### src/rtl/apb_mem_completer.sv
// apb_mem_completer
//
// APB4 completer holding a word-addressed, byte-strobed register memory.
// Every transfer is latched on its setup edge. The completer then holds
// PREADY low for WAIT_STATES access cycles, and raises it for exactly one
// cycle with registered PRDATA and PSLVERR. Indices at or beyond DEPTH
// complete with PSLVERR=1, and a read of such an index returns zero.
//
// Parameters:
//   ADDWIDTH    - width of PADDR (word index)
//   DATAWIDTH   - data width, a multiple of 8
//   DEPTH       - number of implemented words (<= 2**ADDWIDTH)
//   WAIT_STATES - access cycles with PREADY low before completion (0..15)
//
// Ports:
//   PCLK     in   clock, rising edge
//   PRESETn  in   asynchronous active-low reset (also clears the memory)
//   PSEL     in   completer selected
//   PENABLE  in   access phase
//   PWRITE   in   1 = write, 0 = read
//   PADDR    in   word index
//   PWDATA   in   write data
//   PSTRB    in   byte-lane write enables
//   PREADY   out  transfer complete (registered)
//   PRDATA   out  read data (registered, held between transfers)
//   PSLVERR  out  error response (registered, valid while PREADY=1)

module apb_mem_completer #(
    parameter int ADDWIDTH    = 8,
    parameter int DATAWIDTH   = 32,
    parameter int DEPTH       = 64,
    parameter int WAIT_STATES = 0
) (
    input  logic                   PCLK,
    input  logic                   PRESETn,
    input  logic                   PSEL,
    input  logic                   PENABLE,
    input  logic                   PWRITE,
    input  logic [ADDWIDTH-1:0]    PADDR,
    input  logic [DATAWIDTH-1:0]   PWDATA,
    input  logic [DATAWIDTH/8-1:0] PSTRB,
    output logic                   PREADY,
    output logic [DATAWIDTH-1:0]   PRDATA,
    output logic                   PSLVERR
);

    localparam int NLANES = DATAWIDTH / 8;
    localparam int IDXW   = (DEPTH > 1) ? $clog2(DEPTH) : 1;
    localparam logic [3:0]        WS        = 4'(WAIT_STATES);
    localparam logic [ADDWIDTH:0] DEPTH_EXT = (ADDWIDTH+1)'(DEPTH);

    typedef enum logic [1:0] {
        S_IDLE,
        S_WAIT,
        S_DONE
    } state_t;

    state_t state_q, state_d;
    logic [3:0] cnt_q, cnt_d;

    logic [ADDWIDTH-1:0]  addr_q;
    logic                 write_q;
    logic [DATAWIDTH-1:0] wdata_q;
    logic [NLANES-1:0]    strb_q;

    logic [DATAWIDTH-1:0] mem [DEPTH];

    logic setup, raise, complete, abort;

    logic [ADDWIDTH-1:0] acc_addr;
    logic                acc_write;
    logic                acc_err;
    logic [IDXW-1:0]     acc_idx;
    logic                commit_err;
    logic [IDXW-1:0]     commit_idx;

    // State register and wait counter.
    always_ff @(posedge PCLK or negedge PRESETn) begin
        if (!PRESETn) begin
            state_q <= S_IDLE;
            cnt_q   <= 4'd0;
        end else begin
            state_q <= state_d;
            cnt_q   <= cnt_d;
        end
    end

    // Next-state logic and the per-edge control strobes for the datapath.
    // 'raise' marks the edge that puts PREADY high. 'complete' and 'abort'
    // mark the edges that end the access phase, with or without committing.
    always_comb begin
        state_d  = state_q;
        cnt_d    = cnt_q;
        setup    = 1'b0;
        raise    = 1'b0;
        complete = 1'b0;
        abort    = 1'b0;
        case (state_q)
            S_IDLE: begin
                if (PSEL && !PENABLE) begin
                    setup = 1'b1;
                    cnt_d = WS;
                    if (WS == 4'd0) begin
                        state_d = S_DONE;
                        raise   = 1'b1;
                    end else begin
                        state_d = S_WAIT;
                    end
                end
            end
            S_WAIT: begin
                if (!PSEL) begin
                    abort   = 1'b1;
                    state_d = S_IDLE;
                    cnt_d   = 4'd0;
                end else if (PENABLE) begin
                    if (cnt_q == 4'd1) begin
                        state_d = S_DONE;
                        cnt_d   = 4'd0;
                        raise   = 1'b1;
                    end else begin
                        cnt_d = cnt_q - 4'd1;
                    end
                end
            end
            S_DONE: begin
                state_d = S_IDLE;
                if (PSEL) begin
                    complete = 1'b1;
                end else begin
                    abort = 1'b1;
                end
            end
            default: state_d = S_IDLE;
        endcase
    end

    // With zero wait states, PREADY rises on the setup edge itself, before
    // the latched copies are valid. In that case the response is computed
    // from the live bus instead.
    always_comb begin
        acc_addr   = setup ? PADDR : addr_q;
        acc_write  = setup ? PWRITE : write_q;
        acc_err    = ({1'b0, acc_addr} >= DEPTH_EXT);
        acc_idx    = acc_addr[IDXW-1:0];
        commit_err = ({1'b0, addr_q} >= DEPTH_EXT);
        commit_idx = addr_q[IDXW-1:0];
    end

    // Request latches, response registers and the memory itself. A write
    // commits only on the completion edge and only from the latched data.
    // An aborted transfer therefore leaves the memory untouched.
    always_ff @(posedge PCLK or negedge PRESETn) begin
        if (!PRESETn) begin
            PREADY  <= 1'b0;
            PSLVERR <= 1'b0;
            PRDATA  <= '0;
            addr_q  <= '0;
            write_q <= 1'b0;
            wdata_q <= '0;
            strb_q  <= '0;
            for (int i = 0; i < DEPTH; i++) begin
                mem[i] <= '0;
            end
        end else begin
            if (setup) begin
                addr_q  <= PADDR;
                write_q <= PWRITE;
                wdata_q <= PWDATA;
                strb_q  <= PSTRB;
            end
            if (raise) begin
                PREADY  <= 1'b1;
                PSLVERR <= acc_err;
                if (!acc_write) begin
                    PRDATA <= acc_err ? '0 : mem[acc_idx];
                end
            end
            if (complete || abort) begin
                PREADY  <= 1'b0;
                PSLVERR <= 1'b0;
            end
            if (complete && write_q && !commit_err) begin
                for (int i = 0; i < NLANES; i++) begin
                    if (strb_q[i]) begin
                        mem[commit_idx][8*i +: 8] <= wdata_q[8*i +: 8];
                    end
                end
            end
        end
    end

endmodule
### config.mk
export PLATFORM = sky130hd
export DESIGN_NAME = apb_mem_completer
export DESIGN_NICKNAME = d
export VERILOG_FILES = /design/src/rtl/apb_mem_completer.sv
export SDC_FILE = /design/constraint.sdc
export NUM_CORES = 2
export LEC_CHECK = 0
export CAP_MARGIN = 30
export CORE_MARGIN = 4
export CORE_UTILIZATION = 55
export CTS_CLUSTER_DIAMETER = 40
export DETAILED_ROUTE_END_ITERATION = 10
export GPL_ROUTABILITY_DRIVEN = 0
export PLACE_DENSITY = 0.7
export SYNTH_ARGS = -nofsm -noshare
export SYNTH_HDL_FRONTEND = slang
export SYNTH_SLANG_ARGS = --single-unit
export TNS_END_PERCENT = 50
### constraint.sdc
create_clock -name PCLK -period 6.2 [get_ports PCLK]
set_input_delay 1.86 -clock PCLK [delete_from_list [all_inputs] [get_ports PCLK]]
set_output_delay 1.86 -clock PCLK [all_outputs]
set_load 0.05 [all_outputs]
==> flow_summary_export.csv <==
group,metric,value,unit
worst_setup_path,slowest_delay,700,ps
grt,grt_antenna_before_repair,25,
worst_setup_path,worst_setup_path_end_kind,"flop",
route,drtPass1Iterations,11,
grt,grt_max_degree,148,
synth,synth_cell_types,57,
clock_tree,cts.sinks,2128,
synth,netlist_area,0.09644,sq mm
route,drt_iter0_drc,7074,
layout,drive_gt1_share,36.67,%
worst_setup_path,startpoint_type,"input port",
layout,fillCellCount,13020,
sta,period_share,79.50,%
clock_tree,cts_hold_repair.buffers,0,
clock_tree,cts_setup_buffers,0,
route,vias_per_cell,6.430,
power,powerDensity,324.9,mW/mm^2
route,vias,66230,
route,wl_per_cell,28.58,um
synth,syn_nets,7751,
synth,syn_avg_cell_area,12.52,sq um
worst_setup_path,path_max_fanout,75,
synth,ys_async_sr_fraction,100.0,%
sta,period_needed,4929,ps
layout,fin_nets,7782,
clock_tree,cts-resized-gates,0,
synth,synth_ff_type,"dfrtp_1",
floorplanning,die_h,426.8,um
sta,drv_slew,0,
synth,ys_seq_area_share,55.22,%
sta,hold_violations,0,
floorplanning,core,0.1742,sq mm
worst_setup_path,cp.required,6980,ps
synth,ys_seq_elements,2128,
sta,setup_tns,0,ps
clock_tree,clk_latency,920,ps
floorplanning,start_util,55.36,%
placed_design,dpl.hpwl,183000,um
clock_tree,cts_root_buffer,"clkbuf_16",
route,drc,235,
floorplanning,fp-row-count,153,
sta,grt_setup_unrepaired,"false",
min_path,min_path_type,"flop to flop",
worst_setup_path,crit_chain,"clkdlybuf4s50_1, and4bb_2, a21oi_4, inv_8, buf_4, mux2i_1, a221oi_1, nor4_1, and3_1, o221ai_1",
run_status,violations,"design-rule violations",
route,ant_nets,0,
worst_setup_path,crit_slowest_cell,"nor4_1",
grt,track_usage,32.30,%
sta,setup_viol,0,
floorplanning,dieArea,0.1821,sq mm
sta,worst_slew_pin_slew,1134,ps
sta,clock.fmax,0.2029,GHz
placed_design,dp.cells,9751,
clock_tree,h-tree-depth,5,
synth,netlist_instances,7702,
clock_tree,path_clk_slew,60,ps
floorplanning,die_w,426.8,um
clock_tree,numCtsBuffers,303,
run,cap_violations,0,
worst_setup_path,cp.arrival,5700,ps
sta,relSlewSlack,24.25,%
power,leakage,52.00,nW
run_status,status,"finished with violations",
grt,grt_pass1_vias,67620,
clock_tree,clock_tree.buffer_depth,4,
placed_design,postPlaceCellArea,0.1002,sq mm
sta,whs,482.2,ps
worst_setup_path,reg2reg_slack,2090,ps
synth,yosys.area.top_type,"dfrtp_1",
grt,grt_pass1_wl,441300,um
synth,synth-edff-count,0,
grt,grt.overflow.total,0,
floorplanning,io_pins,83,
power,ir_worst_vdd,0.3095,mV
worst_setup_path,crit_type,"input port to flop",
placed_design,numPortBuffers,82,
layout,final_cells,10300,
clock_tree,cts_tree,"yes",
sta,skew,55.59,ps
synth,synthTopCellsByArea,"dfrtp_1, mux2_2, mux2i_1",
route,wl,294400,um
synth,yosysWarnings,0,
layout,areaGrowthSynthToFinish,14.66,%
synth,synth_top_area_share,55.22,%
layout,final_area,0.1106,sq mm
[state kept, by name, indices dropped and copies added, names as in the netlist]
register and cells:
state_q 1, wdata_q 32, write_q 1, PRDATA 32, addr_q 8, PREADY 1
strb_q 4, mem 2048, PSLVERR 1
[synthesized netlist by cell type, drive strengths merged, types with 2 or more instances]
cell type / instances
nor2: 339
and3: 20
inv: 15
or3: 2
nand3: 33
a22o: 22
mux2i: 365
mux4: 31
o221ai: 23
or4: 12
nor2b: 3
buf: 192
a32o: 27
a211oi: 30
nand2b: 10
nand3b: 3
a31o: 2
and2: 5
nand2: 850
a22oi: 78
a32oi: 2
a31oi: 22
a221o: 3
a21oi: 534
o2111ai: 3
a221oi: 168
nand4: 6
o21ai: 6
nor3: 39
dfrtp: 2128
o22ai: 170
a2111oi: 13
mux2: 2090
nor4: 50
a311oi: 7
clkbuf: 389
[cells in the final DEF (no fill, tap or decap), types with 50 or more instances in the layout]
cell | Yosys | layout
a21oi_1 | 533 | 533
a221oi_1 | 168 | 168
a22oi_1 | 78 | 78
buf_4 | 10 | 176
clkbuf_16 | 0 | 307
clkdlybuf4s50_1 | 0 | 81
dfrtp_1 | 2128 | 2096
mux2_2 | 2090 | 2090
mux2i_1 | 364 | 363
nand2_1 | 850 | 844
nor2_1 | 339 | 334
nor4_1 | 50 | 50
o22ai_1 | 170 | 170
[logic make-up (layout without fill, tap and decap cells)]
logic type / Yosys count / after routing / share of synthesized area (%)
simple gates: 1378 / 1378 / 5.803
mux: 2486 / 2486 / 28.93
buf+inv: 596 / 851 / 2.634
flops: 2128 / 2128 / 55.22
other cells: 0 / 18 / 0
compound gates: 1114 / 1114 / 7.420
[power breakdown]
group | internal, mW | switching (mW) | leakage, nW
clock network | 10.9 | 6.60 | 4.98
registers | 14.0 | 0.184 | 29.6
logic | 1.03 | 3.12 | 17.4
[final timing paths]
| kind | from | to | cells past startpoint |
|---|---|---|---|
| setup / recovery | PENABLE | PRDATA[0]$_DFFE_PN0P_ | 10 |
| hold / removal | wdata_q[13]$_DFFE_PN0N_ | wdata_q[13]$_DFFE_PN0N_ | 2 |
| setup reg to reg | addr_q[0]$_DFF_PN0_ | mem[1742]$_DFFE_PN0P_ | 5 |
| hold reg to reg | wdata_q[13]$_DFFE_PN0N_ | wdata_q[13]$_DFFE_PN0N_ | 2 |
| max in group asynchronous | PRESETn | mem[28]$_DFFE_PN0P_ | 3 |
| min in group asynchronous | PRESETn | mem[32]$_DFFE_PN0P_ | 1 |
[stage by stage]
step | utilization (%) | worst slack (ps) | total power [mW]
after floorplan | - | 1891 | 16.62
after global placement | 57.47 | 447.7 | 18.43
after detailed placement | 57.53 | 386.4 | 18.50
after CTS | 63.43 | 1363 | 35.98
after global routing | 63.46 | 1208 | 36.90
final | 63.48 | 1271 | 35.92
[per-layer routing]
metal | vias to the layer above | wire (um) | GRT usage [%]
met3 | 828 | 24660 | 8.055
met5 | - | 92 | 0.5645
met2 | 2896 | 131000 | 47.83
met4 | 14 | 19240 | 18.83
met1 | 34560 | 119300 | 43.35
li1 | 27930 | - | -
[worst max-delay path: cells and delay by family]
family          cells  cell delay (ps)
mux                 1              220
simple gates        3             1670
compound gates      3              380
buf+inv             3             1480
[cell type report]
type	count	area, sq um	share of cell area [%]
clock buffer	357	8130	7.353
antenna	18	45.04	0.04073
multi-input combinational	4978	40820	36.91
tap	2325	2909	2.631
timing repair buffer	307	3154	2.853
sequential	2128	53290	48.20
clock inverter	172	2148	1.943
inverter	15	80.08	0.07242
Power figures use the tool's default switching activity.
